### src/rtl/approx_div_pkg.sv
// Shared widths, constants and stage records for the approximate log-domain divider.
// The ALD_CORRECTION_EN build option only changes logic in approx_log_divider_pipe.
package approx_div_pkg;

  localparam int ALD_NUM_W  = 16;
  localparam int ALD_DEN_W  = 8;
  localparam int ALD_FRAC_W = ALD_NUM_W - 1;

  localparam int ALD_KA_W = $clog2(ALD_NUM_W);
  localparam int ALD_KB_W = $clog2(ALD_DEN_W);
  // One extra bit so ka-kb-1 can go negative (-8..15).
  localparam int ALD_K_W  = ALD_KA_W + 1;
  localparam int ALD_SH_W = $clog2(ALD_FRAC_W + 1);

  // 1/8 in log-fraction units, applied only when the fraction subtraction borrows.
  localparam logic [ALD_FRAC_W-1:0] ALD_CORR = 15'h1000;

  localparam logic [ALD_NUM_W-1:0] ALD_QUO_MAX = 16'h7FFF;
  localparam logic [ALD_NUM_W-1:0] ALD_QUO_MIN = 16'h8000;
  localparam logic [ALD_NUM_W:0]   ALD_MAG_POS_MAX = 17'h07FFF;
  localparam logic [ALD_NUM_W:0]   ALD_MAG_NEG_MAX = 17'h08000;

  typedef struct packed {
    logic                  sign;
    logic                  az;
    logic                  bz;
    logic [ALD_KA_W-1:0]   ka;
    logic [ALD_KB_W-1:0]   kb;
    logic [ALD_FRAC_W-1:0] fa;
    logic [ALD_FRAC_W-1:0] fb;
  } s1_t;

  typedef struct packed {
    logic                       sign;
    logic                       az;
    logic                       bz;
    logic signed [ALD_K_W-1:0]  k;
    logic [ALD_FRAC_W-1:0]      f;
  } s2_t;

endpackage

### src/rtl/approx_lod.sv
// Leading-one detector: returns the position of the highest set bit and the bits
// below it left-aligned to FRAC_W. Requires W <= FRAC_W+1.
module approx_lod #(
  parameter int W      = 16,
  parameter int FRAC_W = 15
) (
  input  logic [W-1:0]         i_x,
  output logic [$clog2(W)-1:0] o_pos,
  output logic [FRAC_W-1:0]    o_frac,
  output logic                 o_zero
);

  localparam int PW = $clog2(W);
  localparam int SW = $clog2(FRAC_W + 1);

  logic [FRAC_W:0] w_ext;
  logic [SW-1:0]   w_shamt;

  always_comb begin
    o_pos = '0;
    for (int i = 0; i < W; i++) begin
      if (i_x[i]) o_pos = PW'(i);
    end
  end

  // Shifting the leading one up to bit FRAC_W drops it and leaves the fraction below.
  assign w_ext   = (FRAC_W + 1)'(i_x);
  assign w_shamt = SW'(FRAC_W) - SW'(o_pos);
  assign o_frac  = FRAC_W'(w_ext << w_shamt);
  assign o_zero  = ~|i_x;

endmodule

### src/rtl/approx_log_divider_pipe.sv
// Three-stage Mitchell approximate divider: LOD, log subtraction, antilog + saturation.
// Define ALD_CORRECTION_EN to subtract 1/8 from the log fraction on borrow.
module approx_log_divider_pipe
  import approx_div_pkg::*;
#(
  parameter int NUM_W  = ALD_NUM_W,
  parameter int DEN_W  = ALD_DEN_W,
  parameter int FRAC_W = ALD_FRAC_W
) (
  input  logic             clk,
  input  logic             rst_n,
  input  logic             in_valid,
  output logic             in_ready,
  input  logic [NUM_W-1:0] num,
  input  logic [DEN_W-1:0] den,
  output logic             out_valid,
  input  logic             out_ready,
  output logic [NUM_W-1:0] quo,
  output logic             dz,
  output logic             ovf
);

  logic w_advance;

  assign w_advance = !out_valid || out_ready;
  assign in_ready  = w_advance;

  // ---------------- S1: magnitudes and leading-one detection ----------------
  logic [NUM_W-1:0]      w_a;
  logic [DEN_W-1:0]      w_b;
  logic [ALD_KA_W-1:0]   w_ka;
  logic [ALD_KB_W-1:0]   w_kb;
  logic [ALD_FRAC_W-1:0] w_fa;
  logic [ALD_FRAC_W-1:0] w_fb;
  logic                  w_az;
  logic                  w_bz;
  s1_t                   w_s1;
  s1_t                   r_s1;
  logic                  r_s1_valid;

  // |-32768| wraps to 16'h8000, which is the correct unsigned magnitude.
  assign w_a = num[NUM_W-1] ? (~num + NUM_W'(1)) : num;
  assign w_b = den[DEN_W-1] ? (~den + DEN_W'(1)) : den;

  approx_lod #(.W(NUM_W), .FRAC_W(ALD_FRAC_W)) u_lod_a (
    .i_x    (w_a),
    .o_pos  (w_ka),
    .o_frac (w_fa),
    .o_zero (w_az)
  );

  approx_lod #(.W(DEN_W), .FRAC_W(ALD_FRAC_W)) u_lod_b (
    .i_x    (w_b),
    .o_pos  (w_kb),
    .o_frac (w_fb),
    .o_zero (w_bz)
  );

  always_comb begin
    w_s1      = '0;
    w_s1.sign = num[NUM_W-1] ^ den[DEN_W-1];
    w_s1.az   = w_az;
    w_s1.bz   = w_bz;
    w_s1.ka   = w_ka;
    w_s1.kb   = w_kb;
    w_s1.fa   = w_fa;
    w_s1.fb   = w_fb;
  end

  always_ff @(posedge clk or negedge rst_n) begin
    if (!rst_n) begin
      r_s1_valid <= 1'b0;
      r_s1       <= '0;
    end else if (w_advance) begin
      r_s1_valid <= in_valid;
      r_s1       <= w_s1;
    end
  end

  // ---------------- S2: log-domain subtraction ----------------
  logic                  w_borrow;
  logic [ALD_FRAC_W-1:0] w_f_raw;
  logic [ALD_FRAC_W-1:0] w_f;
  s2_t                   w_s2;
  s2_t                   r_s2;
  logic                  r_s2_valid;

  assign w_borrow = r_s1.fa < r_s1.fb;
  // Modular subtraction already yields fa-fb+2^FRAC_W on borrow.
  assign w_f_raw  = r_s1.fa - r_s1.fb;

`ifdef ALD_CORRECTION_EN
  always_comb begin
    w_f = w_f_raw;
    if (w_borrow) w_f = (w_f_raw >= ALD_CORR) ? (w_f_raw - ALD_CORR) : '0;
  end
`else
  assign w_f = w_f_raw;
`endif

  always_comb begin
    w_s2      = '0;
    w_s2.sign = r_s1.sign;
    w_s2.az   = r_s1.az;
    w_s2.bz   = r_s1.bz;
    w_s2.k    = {1'b0, r_s1.ka} - ALD_K_W'(r_s1.kb) - ALD_K_W'(w_borrow);
    w_s2.f    = w_f;
  end

  always_ff @(posedge clk or negedge rst_n) begin
    if (!rst_n) begin
      r_s2_valid <= 1'b0;
      r_s2       <= '0;
    end else if (w_advance) begin
      r_s2_valid <= r_s1_valid;
      r_s2       <= w_s2;
    end
  end

  // ---------------- S3: antilog, sign, saturation, special cases ----------------
  logic [ALD_SH_W-1:0] w_shamt;
  logic [NUM_W:0]      w_mag;
  logic [NUM_W-1:0]    w_quo;
  logic                w_dz;
  logic                w_ovf;
  logic                r_out_valid;
  logic [NUM_W-1:0]    r_quo;
  logic                r_dz;
  logic                r_ovf;

  assign w_shamt = ALD_SH_W'(FRAC_W) - r_s2.k[ALD_SH_W-1:0];
  assign w_mag   = r_s2.k[ALD_K_W-1] ? '0 : ({2'b01, r_s2.f} >> w_shamt);

  // A zero divisor wins over a zero dividend.
  always_comb begin
    w_quo = '0;
    w_dz  = 1'b0;
    w_ovf = 1'b0;
    if (r_s2.bz) begin
      w_dz = 1'b1;
      if (!r_s2.az) w_quo = r_s2.sign ? ALD_QUO_MIN : ALD_QUO_MAX;
    end else if (!r_s2.az) begin
      if (!r_s2.sign) begin
        if (w_mag > ALD_MAG_POS_MAX) begin
          w_quo = ALD_QUO_MAX;
          w_ovf = 1'b1;
        end else begin
          w_quo = w_mag[NUM_W-1:0];
        end
      end else begin
        if (w_mag > ALD_MAG_NEG_MAX) begin
          w_quo = ALD_QUO_MIN;
          w_ovf = 1'b1;
        end else begin
          w_quo = -w_mag[NUM_W-1:0];
        end
      end
    end
  end

  always_ff @(posedge clk or negedge rst_n) begin
    if (!rst_n) begin
      r_out_valid <= 1'b0;
      r_quo       <= '0;
      r_dz        <= 1'b0;
      r_ovf       <= 1'b0;
    end else if (w_advance) begin
      r_out_valid <= r_s2_valid;
      if (r_s2_valid) begin
        r_quo <= w_quo;
        r_dz  <= w_dz;
        r_ovf <= w_ovf;
      end
    end
  end

  assign out_valid = r_out_valid;
  assign quo       = r_quo;
  assign dz        = r_dz;
  assign ovf       = r_ovf;

endmodule

### config.mk
export PLATFORM = sky130hd
export DESIGN_NAME = approx_log_divider_pipe
export DESIGN_NICKNAME = d
export VERILOG_FILES = /design/src/rtl/approx_div_pkg.sv /design/src/rtl/approx_lod.sv /design/src/rtl/approx_log_divider_pipe.sv
export SDC_FILE = /design/constraint.sdc
export NUM_CORES = 1
export LEC_CHECK = 0
export ABC_CLOCK_PERIOD_IN_PS = 3330
export CORE_MARGIN = 3
export CORE_UTILIZATION = 45
export CTS_CLUSTER_DIAMETER = 30
export DETAILED_ROUTE_END_ITERATION = 16
export GPL_TIMING_DRIVEN = 0
export PLACE_DENSITY_LB_ADDON = 0.08
export SLEW_MARGIN = 15
export SYNTH_ARGS = -nofsm -noshare
export SYNTH_HDL_FRONTEND = slang
export SYNTH_SLANG_ARGS = --single-unit
### constraint.sdc
create_clock -name clk -period 3.33 [get_ports clk]
set_input_delay 0.4995 -clock clk [delete_from_list [all_inputs] [get_ports clk]]
set_output_delay 0.4995 -clock clk [all_outputs]
set_load 0.02 [all_outputs]
==> results.py, run 1 <==
metrics = {
    "outcome": {
        "status": "complete, but fails checks",
        "violated_checks": "negative setup slack",
    },
    "worst_setup_path": {
        "worst_ep_arrival_time_ns": 3.66,
        "crit_end": "quo[9]",
        "worstSetupPathType": "flip-flop to flip-flop",
        "timing.rr.start": "r_s2[15]",
        "worst_r2r_endpoint": "quo[9]",
        "worst_setup_path_startpoint": "r_s2[15]",
        "cp_data_required_time_ns": 3.55,
        "setup.worst_path.end_class": "flip-flop",
        "regToRegSetupSlack_ns": -0.11,
        "crit_path_start_kind": "flip-flop",
        "peak_fanout_along_the_critical_path": 9,
        "worstRegToRegCells": 11,
    },
    "synthesis": {
        "synth.distinct_cells": 85,
        "postSynthCellCount": 787,
        "synth_area_leaders": "sky130_fd_sc_hd__dfrtp_1 (30%), sky130_fd_sc_hd__nand2_1 (6.9%), sky130_fd_sc_hd__mux4_2 (5.6%), sky130_fd_sc_hd__a21oi_1 (4.0%), sky130_fd_sc_hd__nor2_1 (3.4%)",
        "ys_async_sr_fraction_pct": 100.0,
        "ys_dominant_reg_cell": "sky130_fd_sc_hd__dfrtp_1",
        "synth_edf_count": 0,
        "mean_cell_area_of_the_mapped_netlist_um2": 8.159,
        "syn_area_um2": 6421,
        "synth_top_cell_area_share_pct": 29.62,
        "synth_sequential_area_ratio_pct": 29.62,
        "synthesis.nets": 831,
        "netlist.top_cell.by_area": "sky130_fd_sc_hd__dfrtp_1",
        "count_of_warnings_emitted_by_yosys": 0,
        "postSynthRegisterBits": 76,
    },
    "timing": {
        "setup_viol_count_final": 11,
        "maxClockFrequency_mhz": 290.4,
        "worst_slew_pin_slew_ns": 0.9980,
        "tns_ns": -0.4375,
        "timing.final.crit_share_pct": 103.4,
        "rsz_0062_raised_after_global_routing": "true",
        "worst_setup_slack_final_ns": -0.1139,
        "min_period_ns": 3.444,
        "final_hold_viol_count": 0,
        "max-slew-margin-rel_pct": 33.15,
        "slew_violations": 0,
        "fin_skew_ns": 0.008138,
    },
    "drt": {
        "vias": 6486,
        "viasPerCell": 6.090,
        "antenna_left": 0,
        "initialDrtViolationCount": 540,
        "drc_errors": 0,
        "routed_wl_um": 19770,
        "avgRoutedWirePerCell_um": 18.56,
        "detailedRoute.firstPassIterationCount": 5,
    },
    "clock_network": {
        "cts_root_buffer_type": "sky130_fd_sc_hd__clkbuf_16",
        "cts_h_tree_lvls": 3,
        "cts_tree": "done",
        "cts_buffers": 9,
        "cts.sinks": 76,
        "cts.reportedPaths.clkPinSlew_ns": 0.07,
        "clock_tree.buffer_depth": 2,
        "clkLatencyLatePin_ns": 0.34,
    },
    "placement": {
        "place.gp.congestion": 0.8986,
        "dp.final_hpwl_um": 14330,
        "detailedPlace.worstSlack_ns": -1.162,
        "port_buffers": 38,
    },
    "cells_and_area": {
        "finalCoreUtilization_pct": 58.92,
        "final_antenna_diode_count": 0,
        "filler_cell_count": 1249,
        "nNetsFinal": 924,
        "share_of_final_layout_standard_cells_stronger_than_drive_strength_1_pct": 23.16,
        "areaGrowthSynthToFinish_pct": 27.86,
    },
    "grt": {
        "grt_overflow": 0,
        "grt_first_pass_wirelength_um": 32270,
        "grtUsageTotal_pct": 24.73,
        "via_count_of_the_first_global_routing_pass": 6437,
        "grt_antenna_before_repair": 0,
        "largest_net_degree_at_the_start_of_global_routing": 56,
    },
    "floorplan": {
        "fp.dieW_um": 125.5,
        "row_count": 43,
        "chipHeight_um": 125.5,
        "core-area_um2": 13930,
        "fp.dieArea_um2": 15740,
        "initial_standard_cell_utilization_of_the_core_pct": 46.08,
        "top_level_ports": 48,
    },
    "flow_run": {
        "maxCapViolations": 0,
    },
    "pwr": {
        "power_density_nw_per_um2": 875.1,
        "static-leakage-power_uw": 0.003402,
        "total_power_uw": 7185,
        "vdd.ir_drop.worst_uv": 419.5,
    },
    "worst_hold_path": {
        "timing.hold.worst.class": "input pin to async pin",
    },
}
## metrics by stage
| step | cell area (um2) | cells | hold slack (ns) |
|---|---|---|---|
| final | 8210 | 1065 | 0.05200 |
| after global routing | 8210 | 1065 | 0.07991 |
| after CTS | 8004 | 1053 | 0.06094 |
| after detailed placement | 7134 | 1006 | 0.4207 |
| after global placement | 7109 | 1005 | 0.4519 |
| after floorplan | 6504 | 787 | 0.2039 |
## cell type report
cell class	instances	area (um2)	area share (%)
multi-input combinational	622	4627	56.35
tap	180	225.2	2.743
timing repair buffer	82	729.5	8.884
inverter	40	155.1	1.890
clock buffer	9	225.2	2.743
sequential	76	1902	23.16
buffer	49	271.5	3.307
clock inverter	7	75.07	0.9144
## cell families (layout without fill, tap and decap cells)
kind of cell             count (synthesis)  after routing  synth area share [%]
adder cells (fa/ha/maj)                 16             16                 3.352
multiplexers                            44             44                 10.27
flip-flops                              76             76                 29.62
AO/OA/AOI/OAI                          228            228                 24.57
buffers and inverters                   90            187                 5.865
XOR/XNOR                                25             25                 3.410
AND/OR/NAND/NOR                        308            309                 22.92
## sequential cells by signal (all words and copies together), names as in the netlist
name        cells
out_valid       1
r_s2_valid      1
dz              1
quo            16
r_s1           32
r_s1_valid      1
ovf             1
r_s2           23
## cell usage in the layout, fill, tap and decap left out, types with 13 or more instances in the layout
| cell type | synthesis | routed |
|---|---|---|
| sky130_fd_sc_hd__mux2i_1 | 19 | 14 |
| sky130_fd_sc_hd__nand2b_1 | 16 | 13 |
| sky130_fd_sc_hd__dfrtp_1 | 76 | 76 |
| sky130_fd_sc_hd__nor2_1 | 58 | 56 |
| sky130_fd_sc_hd__clkdlybuf4s50_1 | 0 | 31 |
| sky130_fd_sc_hd__nor3_1 | 33 | 27 |
| sky130_fd_sc_hd__o21ai_0 | 41 | 34 |
| sky130_fd_sc_hd__a31oi_1 | 14 | 14 |
| sky130_fd_sc_hd__a21oi_1 | 51 | 43 |
| sky130_fd_sc_hd__mux4_2 | 16 | 16 |
| sky130_fd_sc_hd__inv_1 | 36 | 34 |
| sky130_fd_sc_hd__clkbuf_1 | 30 | 23 |
| sky130_fd_sc_hd__buf_4 | 3 | 45 |
| sky130_fd_sc_hd__nand2_1 | 118 | 116 |
## repair_timing
action / 4_1_cts / 5_1_grt
pin swaps: 23 / 15
setup endpoints to repair: 38 / 33
resized for setup: 90 / 43
setup buffers: 31 / 12
hold endpoints to repair: 0 / 0
hold buffers: 0 / 0
gates cloned: 0 / 1
## worst max-delay path, stage by stage, from the launching register on
cell	delay [ns]
sky130_fd_sc_hd__dfrtp_1	0.40
sky130_fd_sc_hd__buf_6	0.15
sky130_fd_sc_hd__buf_4	0.13
sky130_fd_sc_hd__buf_4	0.15
sky130_fd_sc_hd__mux4_2	0.39
sky130_fd_sc_hd__inv_1	0.05
sky130_fd_sc_hd__mux4_2	0.50
sky130_fd_sc_hd__a31oi_1	0.78
sky130_fd_sc_hd__nor3_1	0.23
sky130_fd_sc_hd__a21oi_2	0.21
sky130_fd_sc_hd__nor3_2	0.06
sky130_fd_sc_hd__o32a_1	0.28
## Yosys cell counts (5+ instances only)
cell                         n
sky130_fd_sc_hd__nand2_1   118
sky130_fd_sc_hd__dfrtp_1    76
sky130_fd_sc_hd__nor2_1     58
sky130_fd_sc_hd__a21oi_1    51
sky130_fd_sc_hd__o21ai_0    41
sky130_fd_sc_hd__inv_1      36
sky130_fd_sc_hd__nor3_1     33
sky130_fd_sc_hd__clkbuf_1   30
sky130_fd_sc_hd__mux2i_1    19
sky130_fd_sc_hd__mux4_2     16
sky130_fd_sc_hd__nand2b_1   16
sky130_fd_sc_hd__o31ai_1    15
sky130_fd_sc_hd__a31oi_1    14
sky130_fd_sc_hd__ha_1       14
sky130_fd_sc_hd__o21a_1     13
sky130_fd_sc_hd__xnor2_1    13
sky130_fd_sc_hd__nand3_1    12
sky130_fd_sc_hd__xor2_1     12
sky130_fd_sc_hd__and2_1     11
sky130_fd_sc_hd__buf_2      10
sky130_fd_sc_hd__a211oi_1    9
sky130_fd_sc_hd__nor2b_1     9
sky130_fd_sc_hd__or3_1       9
sky130_fd_sc_hd__o21ai_1     8
sky130_fd_sc_hd__o32a_1      8
sky130_fd_sc_hd__and3_1      7
sky130_fd_sc_hd__mux2_2      6
sky130_fd_sc_hd__nand4_1     6
sky130_fd_sc_hd__buf_1       5
sky130_fd_sc_hd__nor4_1      5
sky130_fd_sc_hd__o211ai_1    5
sky130_fd_sc_hd__o22ai_1     5
sky130_fd_sc_hd__or2_2       5
## layer usage
layer | track usage [%] | wire length (um) | up-vias
met5 | 0 | 0 | -
met2 | 44.37 | 10150 | 210
li1 | - | - | 3081
met3 | 3.033 | 756 | 56
met4 | 9.758 | 712 | 0
met1 | 30.09 | 8146 | 3139
## where the power goes
| group | internal, uW | switching [uW] |
|---|---|---|
| clock network | 585 | 423 |
| logic | 2100 | 2540 |
| registers | 1250 | 283 |
| total | 3940 | 3240 |
## worst min path at each step
stage / startpoint / endpoint / slack, ns / depth (start not counted)
finish: rst_n / quo[13] / 0.05 / 1
global route: rst_n / quo[9] / 0.08 / 1
CTS: rst_n / quo[13] / 0.06 / 1
detailed placement: rst_n / quo[12] / 0.42 / 1
global placement: r_s2[0] / r_s2[0] / 0.45 / 2
floorplan: rst_n / dz / 0.20 / 0
(Power assumes the default switching activity.)
==> run 2, diff against run 1 <==
--- a/config.mk
+++ b/config.mk
@@ -6,9 +6,12 @@
 export NUM_CORES = 1
 export LEC_CHECK = 0
 export ABC_CLOCK_PERIOD_IN_PS = 3330
+export CAP_MARGIN = 20
+export CORE_ASPECT_RATIO = 0.7
 export CORE_MARGIN = 3
 export CORE_UTILIZATION = 45
 export CTS_CLUSTER_DIAMETER = 30
+export CTS_CLUSTER_SIZE = 25
 export DETAILED_ROUTE_END_ITERATION = 16
 export GPL_TIMING_DRIVEN = 0
 export PLACE_DENSITY_LB_ADDON = 0.08
==> run 2 against run 1 <==
The flow still finishes with violations (negative setup slack). Total power increased by 4.2%. Setup slack got worse by 0.055 ns. Combinational power increased by 3%. Design area increased by 0.17%. Via count increased by 2.4%. Highest routed layer unchanged. Global-route usage increased by 1.8 points.
==> results.py, run 2 (synthesis gave the netlist of run 1 again) <==
metrics = {
    "clock_network": {
        "clkLatencyLatePin_ns": 0.34,
        "cts_h_tree_lvls": 3,
        "cts_hold_buffers": 0,
        "cts.sinks": 76,
        "clock_tree.buffer_depth": 2,
        "cts_root_buffer_type": "sky130_fd_sc_hd__clkbuf_16",
        "cts.reportedPaths.clkPinSlew_ns": 0.06,
        "cts_buffers": 9,
        "cts_tree": "done",
    },
    "timing": {
        "setup_viol_count_final": 16,
        "worst_slew_pin_slew_ns": 0.7089,
        "timing.final.crit_share_pct": 105.1,
        "worst_setup_slack_final_ns": -0.1686,
        "min_period_ns": 3.499,
        "maxClockFrequency_mhz": 285.8,
        "tns_ns": -1.475,
        "slew_violations": 0,
        "fin_skew_ns": 0.01006,
        "hold-worst-slack_ns": 0.08236,
        "rsz_0062_raised_after_global_routing": "true",
        "max-slew-margin-rel_pct": 52.56,
        "final_hold_viol_count": 0,
    },
    "floorplan": {
        "initial_standard_cell_utilization_of_the_core_pct": 47.45,
        "fp.dieW_um": 148.8,
        "chipHeight_um": 105.9,
        "core-area_um2": 13530,
        "row_count": 35,
        "top_level_ports": 48,
        "fp.dieArea_um2": 15760,
    },
    "drt": {
        "avgRoutedWirePerCell_um": 19.85,
        "viasPerCell": 6.258,
        "vias": 6640,
        "antenna_left": 0,
        "drc_errors": 0,
        "initialDrtViolationCount": 710,
        "routed_wl_um": 21060,
        "detailedRoute.firstPassIterationCount": 6,
    },
    "pwr": {
        "power_density_nw_per_um2": 910.1,
        "static-leakage-power_uw": 0.003383,
        "total_power_uw": 7485,
        "vdd.ir_drop.worst_uv": 480.2,
    },
    "cells_and_area": {
        "commonest_cells_after_routing_fill_and_taps_aside": "sky130_fd_sc_hd__nand2_1 (115), sky130_fd_sc_hd__dfrtp_1 (75), sky130_fd_sc_hd__nor2_1 (54), sky130_fd_sc_hd__a21oi_1 (45), sky130_fd_sc_hd__buf_4 (39)",
        "final_antenna_diode_count": 0,
        "finalCoreUtilization_pct": 60.78,
        "max_flop_register": "r_s1",
        "share_of_final_layout_standard_cells_stronger_than_drive_strength_1_pct": 22.83,
        "layoutNonFillerInstCount": 1061,
        "largest_register_ff_count": 32,
        "nNetsFinal": 916,
        "areaGrowthSynthToFinish_pct": 28.08,
        "most_common_cell_after_layout_fill_and_taps_aside": "sky130_fd_sc_hd__nand2_1",
    },
    "worst_setup_path": {
        "worstSetupPathType": "flip-flop to flip-flop",
        "setup.worst_path.end_class": "flip-flop",
        "worst_ep_arrival_time_ns": 3.77,
        "peak_fanout_along_the_critical_path": 8,
        "cp_data_required_time_ns": 3.60,
        "crit_path_start_kind": "flip-flop",
    },
    "grt": {
        "grtUsageTotal_pct": 26.52,
        "grt_first_pass_wirelength_um": 33560,
        "largest_net_degree_at_the_start_of_global_routing": 51,
        "grt_antenna_before_repair": 0,
        "via_count_of_the_first_global_routing_pass": 6239,
        "grt_overflow": 0,
    },
    "outcome": {
        "status": "complete, but fails checks",
        "violated_checks": "negative setup slack",
    },
    "placement": {
        "cell_count_post_placement": 1011,
        "place.gp.congestion": 0.9590,
        "dp.final_hpwl_um": 15590,
        "port_buffers": 38,
    },
    "worst_hold_path": {
        "timing.hold.worst.class": "input pin to async pin",
    },
    "flow_run": {
        "maxCapViolations": 0,
    },
}
run 2: cell count changes in the layout (fill, tap and decap cells not counted), sizes merged:
cell | previous run | this run
buf | 66 | 61
bufinv | 1 | 3
clkbuf | 42 | 39
clkdlybuf4s15 | 0 | 1
clkdlybuf4s50 | 31 | 32
clkinvlp | 3 | 2
dlymetal6s2s | 1 | 0
inv | 40 | 38
nand3 | 14 | 13
run 2: worst max-delay path, cell delays in order, from the launching register on:
cell and delay [ns]:
sky130_fd_sc_hd__dfrtp_1 0.40, sky130_fd_sc_hd__buf_6 0.15, sky130_fd_sc_hd__mux2_4 0.31, sky130_fd_sc_hd__mux4_2 0.52, sky130_fd_sc_hd__a22oi_2 0.29, sky130_fd_sc_hd__a31oi_4 0.12
sky130_fd_sc_hd__or4b_1 0.49, sky130_fd_sc_hd__buf_6 0.15, sky130_fd_sc_hd__o31ai_4 0.17, sky130_fd_sc_hd__buf_6 0.16, sky130_fd_sc_hd__and2_4 0.15, sky130_fd_sc_hd__buf_8 0.13
sky130_fd_sc_hd__a21oi_1 0.08, sky130_fd_sc_hd__nor3_2 0.14, sky130_fd_sc_hd__o32a_1 0.17
run 2: metal layers:
layer,GRT usage (%),vias to the layer above,wire length [um]
met4,3.005,0,112
met3,6.178,20,1990
met5,0,-,0
met1,43.67,3268,10440
li1,-,3076,-
met2,35.82,276,8515
run 2: layout make-up:
class	instances	area, um2
Buffer	49	282.8
Clock inverter	6	113.9
Fill cell	1177	5308
Timing Repair Buffer	75	660.6
Tap cell	185	231.5
Inverter	40	156.4
Clock buffer	9	225.2
Multi-Input combinational cell	621	4651
Sequential cell	76	1903
run 2: through the flow:
| step | instance area [um2] | setup WS (ns) |
|---|---|---|
| floorplan | 6504 | 0.01069 |
| global placement | 7116 | -1.188 |
| detailed placement | 7141 | -1.268 |
| CTS | 7996 | -0.09329 |
| global route | 8224 | -0.2332 |
| finish | 8224 | -0.1686 |
run 2: worst paths after layout:
path                               start       end  slack [ns]  cells past startpoint
worst max-delay path            r_s2[16]   quo[12]       -0.17                     14
worst min register to register  r_s1[38]  r_s2[21]        0.47                      2
worst max register to register  r_s2[16]   quo[12]       -0.17                     14
min in group clk                r_s1[38]  r_s2[21]        0.47                      2
max in group asynchronous          rst_n  r_s1[23]        2.65                      2
worst min-delay path               rst_n  r_s1[13]        0.08                      1
run 2: power breakdown:
part	switching (uW)	internal (uW)
sequential	313	1250
combinational	2710	2080
clock	397	729
total	3420	4060
run 2: what timing repair did:
item,CTS,global route
setup endpoints to repair,41,34
endpoints found under the hold margin,0,0
gates cloned,0,0
gates resized for setup,94,47
buffers inserted,22,14
pin swaps,21,14
==> run 3, diff against run 2 <==
--- a/config.mk
+++ b/config.mk
@@ -5,7 +5,6 @@
 export SDC_FILE = /design/constraint.sdc
 export NUM_CORES = 1
 export LEC_CHECK = 0
-export ABC_CLOCK_PERIOD_IN_PS = 3330
 export CAP_MARGIN = 20
 export CORE_ASPECT_RATIO = 0.7
 export CORE_MARGIN = 3
==> results of run 3 <==
No change in the layout: final DEF, timing and power equal those of run 2.
==> RTL edit (settings of run 1) <==
The option `ALD_CORRECTION_EN` is turned on by a define.
--- a/src/rtl/approx_log_divider_pipe.sv
+++ b/src/rtl/approx_log_divider_pipe.sv
@@ -2,2 +2,4 @@
 // Define ALD_CORRECTION_EN to subtract 1/8 from the log fraction on borrow.
+`define ALD_CORRECTION_EN
+
 module approx_log_divider_pipe
Behaviour: not the same (Yosys sat finds a counterexample within 4 cycles, from zero or initial values and one cycle with rst_n low).
==> RTL edit against run 1 <==
- the flow still finishes with violations (setup timing)
- largest power group unchanged
- worst setup slack worse by 96 ps
- non-clock buffer count increased by 37
- wire length is 8.3% higher
- count of clock-buffer cells in the layout grew 2
- first-iteration DRC count increased by 32%
- cell count shrank 0.85%
- die area fell by 0.64%
- power increased by 13%
- highest routed layer unchanged
- synthesized cell count shrank 5.7%
- via count grew 0.93%
- synthesized area decreased by 0.66%
- design area increased by 6.2%
- sequential cell count is the same
==> RTL edit: results <==
{
  "setup_viol": 3,
  "hold_ws_ps": 34.66,
  "drt_first_iter_violations": 712,
  "num-multi-input-gates": 583,
  "clock_cell_area_share": 0.03473,
  "htree_levels": 3,
  "wl_met3_um": 1306,
  "r2r_cells": 15,
  "num-fill-cells": 1094,
  "wl_um": 21420,
  "mappedNetlistArea_um2": 6379,
  "gp_congestion": 0.9386,
  "dp_cells": 962,
  "grt_max_degree": 62,
  "yosys-top-cells-count": "dfrtp_1, nand2_1, nor2_1",
  "hpwlAfterDp_um": 15220,
  "grtUsageMet2": 0.3951,
  "power.leakage_nw": 3.649,
  "post-cts-setup-buffer-count": 40,
  "grt_pass1_wl_um": 33310,
  "critPathMaxStageDelay_ps": 440,
  "inv_count": 37,
  "nFlopsAndLatches": 76,
  "regToRegEndpoint": "r_s2[19]",
  "setup_ws_ps": -210.3,
  "n_clock_buffer": 11,
  "synth_area_leaders": "dfrtp_1, mux4_2, nand2_1, ha_1, nor2_1",
  "via_count": 6546,
  "sh_seq_area": 0.2183,
  "clock_latency_ps": 330,
  "synth_nets": 790,
  "multi_input_area_um2": 4758,
  "startpoint": "r_s1[23]",
  "top_layer": "met4",
  "first_pass_iters": 6,
  "pre_cts_ws_ps": -1151,
  "slew_headroom": 0.5382,
  "grt_pass1_vias": 6199,
  "wl_met1_um": 10100,
  "met3_usage": 0.04179,
  "top_register": "r_s1",
  "dr_wl_met2_um": 9663,
  "use_met1": 0.3902,
  "bufAreaShareNonClock": 0.1571,
  "synth.avg_cell_area_um2": 8.597,
  "layoutNonFillerInstCount": 1056,
  "drive_gt1_frac": 0.3023,
  "status": "complete, but fails checks",
  "yosysSeqAreaShare": 0.2982,
  "ir_worst_vdd_mv": 0.3898,
  "multi_input_area_share": 0.5458,
  "n_all_buffers": 168,
  "crit_slowest_cell": "fa_1",
  "worstPathMaxFanout": 2,
  "io_buffers": 43,
  "fin_worst_skew_ps": 8.034,
  "finalSetupTns_ps": -385.7,
  "worstPathArrival_ps": 3810,
  "violations": "setup timing",
  "post_dp_cell_area_um2": 7139
}
==> RTL edit: cell types whose count changed in the layout (fill, tap and decap cells not counted), moves of 8 or more <==
cell | before | now
nor3_1 | 27 | 18
o32a_1 | 8 | 0
a22o_1 | 4 | 14
a21oi_1 | 43 | 26
nand2_1 | 116 | 70
o22ai_1 | 4 | 13
nand3_1 | 8 | 19
buf_4 | 45 | 79
==> RTL edit: report_power, final <==
| part | internal [W] | switching, W |
|---|---|---|
| clock | 0.000604 | 0.000394 |
| combinational | 0.00262 | 0.00293 |
| sequential | 0.00127 | 0.000310 |
==> RTL edit: logic make-up (layout without fill, tap and decap cells) <==
group,after synthesis,count (layout),share of synthesized area
xor+xnor,35,35,0.04806
fa+ha+maj,20,20,0.04159
simple gates,281,281,0.2321
buf+inv,83,221,0.05904
mux,40,40,0.09239
flops,76,76,0.2982
compound gates,207,207,0.2287
